### src/rtl/fetch_unit_pkg.sv
// Shared fetch/decode definitions: ISA widths, opcode constants, fetch entry type.
// Optional build macro honoured by the fetch logic: FETCH_DELAY_SLOT_EN.
package fetch_unit_pkg;

  localparam int          INSTR_W          = 32;
  localparam logic [31:0] RESET_PC_DEFAULT = 32'h0000_0000;

  localparam logic [5:0] OP_RTYPE = 6'h00;
  localparam logic [5:0] OP_J     = 6'h02;
  localparam logic [5:0] OP_BEQ   = 6'h04;
  localparam logic [5:0] OP_BNE   = 6'h05;
  localparam logic [5:0] FN_JR    = 6'h08;

  typedef struct packed {
    logic [INSTR_W-1:0] instr;
    logic [31:0]        pc;
  } fetch_entry_t;

  // Fetch addresses are always word aligned; low bits of a target are dropped.
  function automatic logic [31:0] word_align(input logic [31:0] addr);
    return addr & 32'hFFFF_FFFC;
  endfunction

endpackage

### src/rtl/fetch_unit_if.sv
// Fetch-stage bus bundle: instruction memory port, decode handshake, redirect path.
interface fetch_unit_if;
  import fetch_unit_pkg::*;

  logic [31:0]        imem_addr;
  logic               imem_rd_en;
  logic [INSTR_W-1:0] imem_rdata;
  logic               out_valid;
  logic               out_ready;
  logic [INSTR_W-1:0] out_instr;
  logic [31:0]        out_pc;
  logic               redirect_valid;
  logic [31:0]        redirect_target;

  modport master (
    output imem_addr, imem_rd_en, out_valid, out_instr, out_pc,
    input  imem_rdata, out_ready, redirect_valid, redirect_target
  );

  modport slave (
    input  imem_addr, imem_rd_en, out_valid, out_instr, out_pc,
    output imem_rdata, out_ready, redirect_valid, redirect_target
  );

endinterface

### src/rtl/fetch_unit_skid.sv
// One-entry {instr, pc} holding buffer that catches a memory reply while decode stalls.
module fetch_unit_skid
  import fetch_unit_pkg::*;
(
  input  logic         clk,
  input  logic         reset,
  input  logic         load,
  input  logic         drain,
  input  logic         squash,
  input  fetch_entry_t din,
  output logic         valid,
  output fetch_entry_t dout
);

  logic         valid_r;
  fetch_entry_t entry_r;

  // Occupancy flag and stored entry; drain or squash empties, load fills.
  always_ff @(posedge clk or posedge reset) begin
    if (reset) begin
      valid_r <= 1'b0;
      entry_r <= '{instr: 32'h0000_0000, pc: 32'h0000_0000};
    end else begin
      if (squash || drain) begin
        valid_r <= 1'b0;
      end else if (load) begin
        valid_r <= 1'b1;
      end
      if (load) begin
        entry_r <= din;
      end
    end
  end

  assign valid = valid_r;
  assign dout  = entry_r;

endmodule

### src/rtl/fetch_unit.sv
// Instruction fetch stage: PC, 1-cycle imem request tracking, skid-backed output to decode.
// Build option FETCH_DELAY_SLOT_EN keeps the instruction after a redirecting one.
module fetch_unit
  import fetch_unit_pkg::*;
#(
  parameter logic [31:0] RESET_PC = RESET_PC_DEFAULT
) (
  input  logic         clk,
  input  logic         reset,
  fetch_unit_if.master bus
);

  logic [31:0]  pc_r;
  logic [31:0]  req_pc_r;
  logic         inflight_r;
  logic         out_valid_r;
  fetch_entry_t out_entry_r;

  logic         accept_s;
  logic         redirect_s;
  logic         out_free_s;
  logic         issue_s;
  logic         skid_load_s;
  logic         skid_drain_s;
  logic         skid_valid_s;
  fetch_entry_t skid_entry_s;
  fetch_entry_t reply_entry_s;
  logic         out_valid_next_s;
  fetch_entry_t out_next_s;
  logic [31:0]  pc_next_s;

  fetch_unit_skid u_skid (
    .clk    (clk),
    .reset  (reset),
    .load   (skid_load_s),
    .drain  (skid_drain_s),
    .squash (redirect_s),
    .din    (reply_entry_s),
    .valid  (skid_valid_s),
    .dout   (skid_entry_s)
  );

  // Handshake decode, request gating and output/skid steering.
  always_comb begin
    accept_s      = out_valid_r & bus.out_ready;
    redirect_s    = accept_s & bus.redirect_valid;
    out_free_s    = ~out_valid_r | accept_s;
    // The redirect cycle issues nothing: pc is stale until the target loads.
    issue_s       = ~reset & out_free_s & ~redirect_s;
    reply_entry_s = '{instr: bus.imem_rdata, pc: req_pc_r};
    skid_load_s   = ~out_free_s & inflight_r;
    skid_drain_s  = accept_s & skid_valid_s;

    out_valid_next_s = out_valid_r;
    out_next_s       = out_entry_r;
    if (out_free_s) begin
      if (redirect_s) begin
`ifdef FETCH_DELAY_SLOT_EN
        if (skid_valid_s) begin
          out_valid_next_s = 1'b1;
          out_next_s       = skid_entry_s;
        end else if (inflight_r) begin
          out_valid_next_s = 1'b1;
          out_next_s       = reply_entry_s;
        end else begin
          out_valid_next_s = 1'b0;
        end
`else
        out_valid_next_s = 1'b0;
`endif
      end else if (skid_valid_s) begin
        out_valid_next_s = 1'b1;
        out_next_s       = skid_entry_s;
      end else if (inflight_r) begin
        out_valid_next_s = 1'b1;
        out_next_s       = reply_entry_s;
      end else begin
        out_valid_next_s = 1'b0;
      end
    end else begin
      out_valid_next_s = out_valid_r;
    end

    if (redirect_s) begin
      pc_next_s = word_align(bus.redirect_target);
    end else if (issue_s) begin
      pc_next_s = pc_r + 32'd4;
    end else begin
      pc_next_s = pc_r;
    end
  end

  // PC, request tracking and output register.
  always_ff @(posedge clk or posedge reset) begin
    if (reset) begin
      pc_r        <= RESET_PC;
      req_pc_r    <= 32'h0000_0000;
      inflight_r  <= 1'b0;
      out_valid_r <= 1'b0;
      out_entry_r <= '{instr: 32'h0000_0000, pc: 32'h0000_0000};
    end else begin
      pc_r        <= pc_next_s;
      inflight_r  <= issue_s;
      if (issue_s) begin
        req_pc_r <= pc_r;
      end
      out_valid_r <= out_valid_next_s;
      out_entry_r <= out_next_s;
    end
  end

  assign bus.imem_addr  = pc_r;
  assign bus.imem_rd_en = issue_s;
  assign bus.out_valid  = out_valid_r;
  assign bus.out_instr  = out_entry_r.instr;
  assign bus.out_pc     = out_entry_r.pc;

endmodule

### src/flat_wrapper.sv
// flat-port wrapper written by rule: the top's interface ports become plain ports
module fetch_unit_flat import fetch_unit_pkg::*;
#(
  parameter logic [31:0] RESET_PC = RESET_PC_DEFAULT
)
  (clk, reset, bus_imem_addr, bus_imem_rd_en, bus_out_valid, bus_out_instr, bus_out_pc, bus_imem_rdata, bus_out_ready, bus_redirect_valid, bus_redirect_target);
  fetch_unit_if bus_i ();
  input  logic clk;
  input  logic reset;
  output wire logic [$bits(bus_i.imem_addr)-1:0] bus_imem_addr;
  output wire logic [$bits(bus_i.imem_rd_en)-1:0] bus_imem_rd_en;
  output wire logic [$bits(bus_i.out_valid)-1:0] bus_out_valid;
  output wire logic [$bits(bus_i.out_instr)-1:0] bus_out_instr;
  output wire logic [$bits(bus_i.out_pc)-1:0] bus_out_pc;
  input wire logic [$bits(bus_i.imem_rdata)-1:0] bus_imem_rdata;
  input wire logic [$bits(bus_i.out_ready)-1:0] bus_out_ready;
  input wire logic [$bits(bus_i.redirect_valid)-1:0] bus_redirect_valid;
  input wire logic [$bits(bus_i.redirect_target)-1:0] bus_redirect_target;
  assign bus_imem_addr = bus_i.imem_addr;
  assign bus_imem_rd_en = bus_i.imem_rd_en;
  assign bus_out_valid = bus_i.out_valid;
  assign bus_out_instr = bus_i.out_instr;
  assign bus_out_pc = bus_i.out_pc;
  assign bus_i.imem_rdata = bus_imem_rdata;
  assign bus_i.out_ready = bus_out_ready;
  assign bus_i.redirect_valid = bus_redirect_valid;
  assign bus_i.redirect_target = bus_redirect_target;
  fetch_unit #(.RESET_PC(RESET_PC)) u_core (.clk(clk), .reset(reset), .bus(bus_i));
endmodule
### config.mk
export PLATFORM = sky130hd
export DESIGN_NAME = fetch_unit_flat
export DESIGN_NICKNAME = d
export VERILOG_FILES = /design/src/rtl/fetch_unit_pkg.sv /design/src/rtl/fetch_unit_if.sv /design/src/rtl/fetch_unit_skid.sv /design/src/rtl/fetch_unit.sv /design/src/flat_wrapper.sv
export SDC_FILE = /design/constraint.sdc
export NUM_CORES = 1
export LEC_CHECK = 0
export ABC_AREA = 1
export CAP_MARGIN = 30
export CORE_ASPECT_RATIO = 0.5
export CORE_UTILIZATION = 52
export CTS_BUF_LIST = sky130_fd_sc_hd__clkbuf_4 sky130_fd_sc_hd__clkbuf_8 sky130_fd_sc_hd__clkbuf_16
export CTS_CLUSTER_SIZE = 16
export DETAILED_ROUTE_END_ITERATION = 6
export MAX_ROUTING_LAYER = met4
export PLACE_DENSITY = 0.86
export REMOVE_ABC_BUFFERS = 1
export SYNTH_ARGS = -nofsm -noshare
export SYNTH_HDL_FRONTEND = slang
export SYNTH_SLANG_ARGS = --single-unit
export TNS_END_PERCENT = 1
### constraint.sdc
create_clock -name clk -period 12.93 [get_ports clk]
set_input_delay 3.2325 -clock clk [delete_from_list [all_inputs] [get_ports clk]]
set_output_delay 3.2325 -clock clk [all_outputs]
set_load 0.05 [all_outputs]
==> flow_metrics.tcl <==
set metrics [dict create \
    clock-sinks 187 \
    first_global_vias 7380 \
    fmax_mhz 117.8 \
    outcome "completed" \
    cts_tree "yes" \
    grt_pass1_wl_um 35390 \
    rsz0062_at_grt "false" \
    syn_avg_cell_area_sq_um 8.075 \
    synth-seq-cells 187 \
    crit_fanout 76 \
    finalSetupViolCount 0 \
    hold_buffers 0 \
    cts_setup_buffers 0 \
    finalHoldViolCount 0 \
    gp_congestion 0.9061 \
    async_flop_share_pct 100.0 \
    synthFlopType "dfrtp_1" \
    skew_ps 11.84 \
    boundaryPins 166 \
    grt_use_total_pct 26.76 \
    worstPathRequired_ps 9700 \
    grt_max_degree 101 \
    dr_total_vias 7536 \
    ant_nets 0 \
    wl_per_cell_um 14.76 \
    yosys.cell_count.top_type "nand2_1" \
    period_minus_slack_ps 8487 \
    slew-limit-headroom_pct 33.89 \
    io_buffers 159 \
    worst_slew_pin_slew_ps 990.5 \
    synth_edf_count 0 \
    netlist_area_sq_um 8672 \
    die-height_um 93.32 \
    peakVddDrop_mv 0.1330 \
    crit_type "input port to primary output" \
    cts-buffers-inserted 17 \
    cp-end-kind "primary output" \
    antenna_found_initial 0 \
    drtIter0Drc 623 \
    htreeDepth 4 \
    dp_cells 1408 \
    max-cap-violations 0 \
    rows 32 \
    synth_top_cell_by_area "dfrtp_1" \
    min_period_over_period_pct 65.64 \
    design_area_sq_um 10890 \
    route.detailed.drc 0 \
    ys_types 35 \
    routed_via_density 5.233 \
    cts_root_buffer "clkbuf_16" \
    dpl-instance-area_sq_um 10330 \
    ys_top_cells_by_area "dfrtp_1 (54%), nand2_1 (14%), o21ai_0 (11%)" \
    overflow 0 \
    cp.arrival_ps 5250 \
    drive_gt1_share_pct 5.004 \
    ys_seq_area_share_pct 53.96 \
    nFillCells 1256 \
    dieArea_sq_um 17230 \
    area_growth_pct 25.54 \
    hp-class "flop to flop" \
    synth_warnings 0 \
    p_per_area_nw_per_um2 276.3 \
    first_pass_iters 5 \
    dp_hpwl_um 14250 \
    finalWorstSetupSlack_ps 4443 \
    cts_resized 0 \
    coreArea_sq_um 15860 \
    place_ws_ps 4417 \
    startpoint_type "input port" \
    clock_latency_ps 430 \
    p_leak_nw 4.886 \
    fin_cells 1440 \
    num-nets-final 1275 \
    fin_util_pct 68.66 \
    synthCells 1074 \
    drt-total-wl_um 21260 \
    diodes 0 \
    start_util_pct 54.70 \
    die_width_um 184.6 \
    clockBufferDepth 2 \
    yosysTopAreaCellShare_pct 53.96 \
    path_clk_slew_ps 70 \
    slew_violations 0 \
    finalPower_mw 3.008 \
    netlist_top_cells_count "nand2_1 (334), o21ai_0 (194), dfrtp_1 (187), inv_1 (112), nor2_1 (81)" \
]
## final cells by class
class / count / area, sq um / area share [%]
Clock buffer: 20 / 447.9 / 4.114
Clock inverter: 12 / 108.9 / 0.9999
Inverter: 114 / 435.4 / 4.000
Multi-Input combinational cell: 718 / 3236 / 29.72
Sequential cell: 187 / 4683 / 43.02
Tap cell: 221 / 276.5 / 2.540
Timing Repair Buffer: 168 / 1699 / 15.61
## per-layer routing
metal,up-vias,GRT usage (%),wire length [um]
li1,3650,-,-
met1,3579,34.25,9226
met2,263,43.52,10320
met3,44,4.089,1152
met4,0,10.26,552
met5,-,-,0
## cell families after synthesis
family                   count (synthesis)  share of synthesized area (%)
other                                    1                        0.04324
buffers and inverters                  172                          8.859
AND/OR/NAND/NOR                        481                          22.94
AO/OA/AOI/OAI                          227                          13.55
adder cells (fa/ha/maj)                  1                         0.1443
XOR/XNOR                                 5                         0.5051
flip-flops                             187                          53.96
## cells in the final DEF (no fill, tap or decap), types with 2 or more instances in the layout
| cell | Yosys | final |
|---|---|---|
| nand3b_1 | 4 | 4 |
| o21bai_1 | 2 | 2 |
| o21ai_1 | 13 | 13 |
| nand2_2 | 3 | 3 |
| nand3_1 | 35 | 35 |
| inv_6 | 0 | 2 |
| o211ai_1 | 8 | 8 |
| nand4_1 | 7 | 7 |
| clkdlybuf4s50_1 | 0 | 159 |
| nor3_1 | 3 | 3 |
| nand3_2 | 2 | 2 |
| clkinvlp_4 | 0 | 3 |
| a21oi_1 | 4 | 4 |
| nor2_2 | 4 | 4 |
| buf_4 | 19 | 7 |
| xnor2_1 | 2 | 2 |
| inv_1 | 112 | 111 |
| dfrtp_1 | 187 | 186 |
| buf_16 | 0 | 2 |
| o21ai_0 | 194 | 194 |
| clkbuf_4 | 0 | 3 |
| o21a_1 | 2 | 2 |
| inv_8 | 0 | 4 |
| clkinv_4 | 0 | 4 |
| nor2_1 | 81 | 81 |
| nand2_1 | 334 | 334 |
| nor2_4 | 3 | 3 |
| xor2_1 | 3 | 3 |
| inv_2 | 2 | 2 |
| nand3_4 | 3 | 3 |
| conb_1 | 1 | 4 |
| clkbuf_16 | 0 | 17 |
## flip-flops by register name, indices dropped and copies added (netlist names)
name                  flops
u_core.u_skid.dout       62
u_core.bus.out_instr     32
u_core.bus.imem_addr     30
u_core.bus.out_pc        30
u_core.req_pc_r          30
u_core.bus.out_valid      1
u_core.inflight_r         1
u_core.u_skid.valid       1
## path summary, 6_finish.rpt
path | startpoint | slack [ps] | endpoint | depth (start not counted)
min reg2reg | u_core.bus.out_pc[9] | 480 | u_core.bus.out_pc[9] | 2
min in group asynchronous | reset | 3250 | u_core.bus.out_instr[31] | 2
min | u_core.bus.out_pc[9] | 480 | u_core.bus.out_pc[9] | 2
max | reset | 4440 | bus_imem_rd_en | 5
max reg2reg | u_core.bus.out_valid | 10560 | u_core.u_skid.dout[56] | 4
max in group asynchronous | reset | 8380 | u_core.bus.imem_addr[14] | 3
## power breakdown
| group | switching (mW) | internal, mW | total [mW] |
|---|---|---|---|
| Sequential | 0.184 | 0.866 | 1.05 |
| Clock | 0.237 | 0.259 | 0.496 |
| Combinational | 0.994 | 0.467 | 1.46 |
| Total | 1.42 | 1.59 | 3.01 |
## worst max-delay path: stages
cell and delay [ps]:
clkdlybuf4s50_1 490, inv_8 410, nand3_2 150, inv_2 100
clkdlybuf4s50_1 810
## metrics by stage
step / hold slack (ps) / setup TNS (ps)
floorplan: 464.5 / -459.4
global placement: 464.6 / 0
detailed placement: 473.3 / 0
CTS: 489.9 / 0
global route: 517.6 / 0
finish: 484.7 / 0
Note: power is estimated with default switching activity, not from simulation.
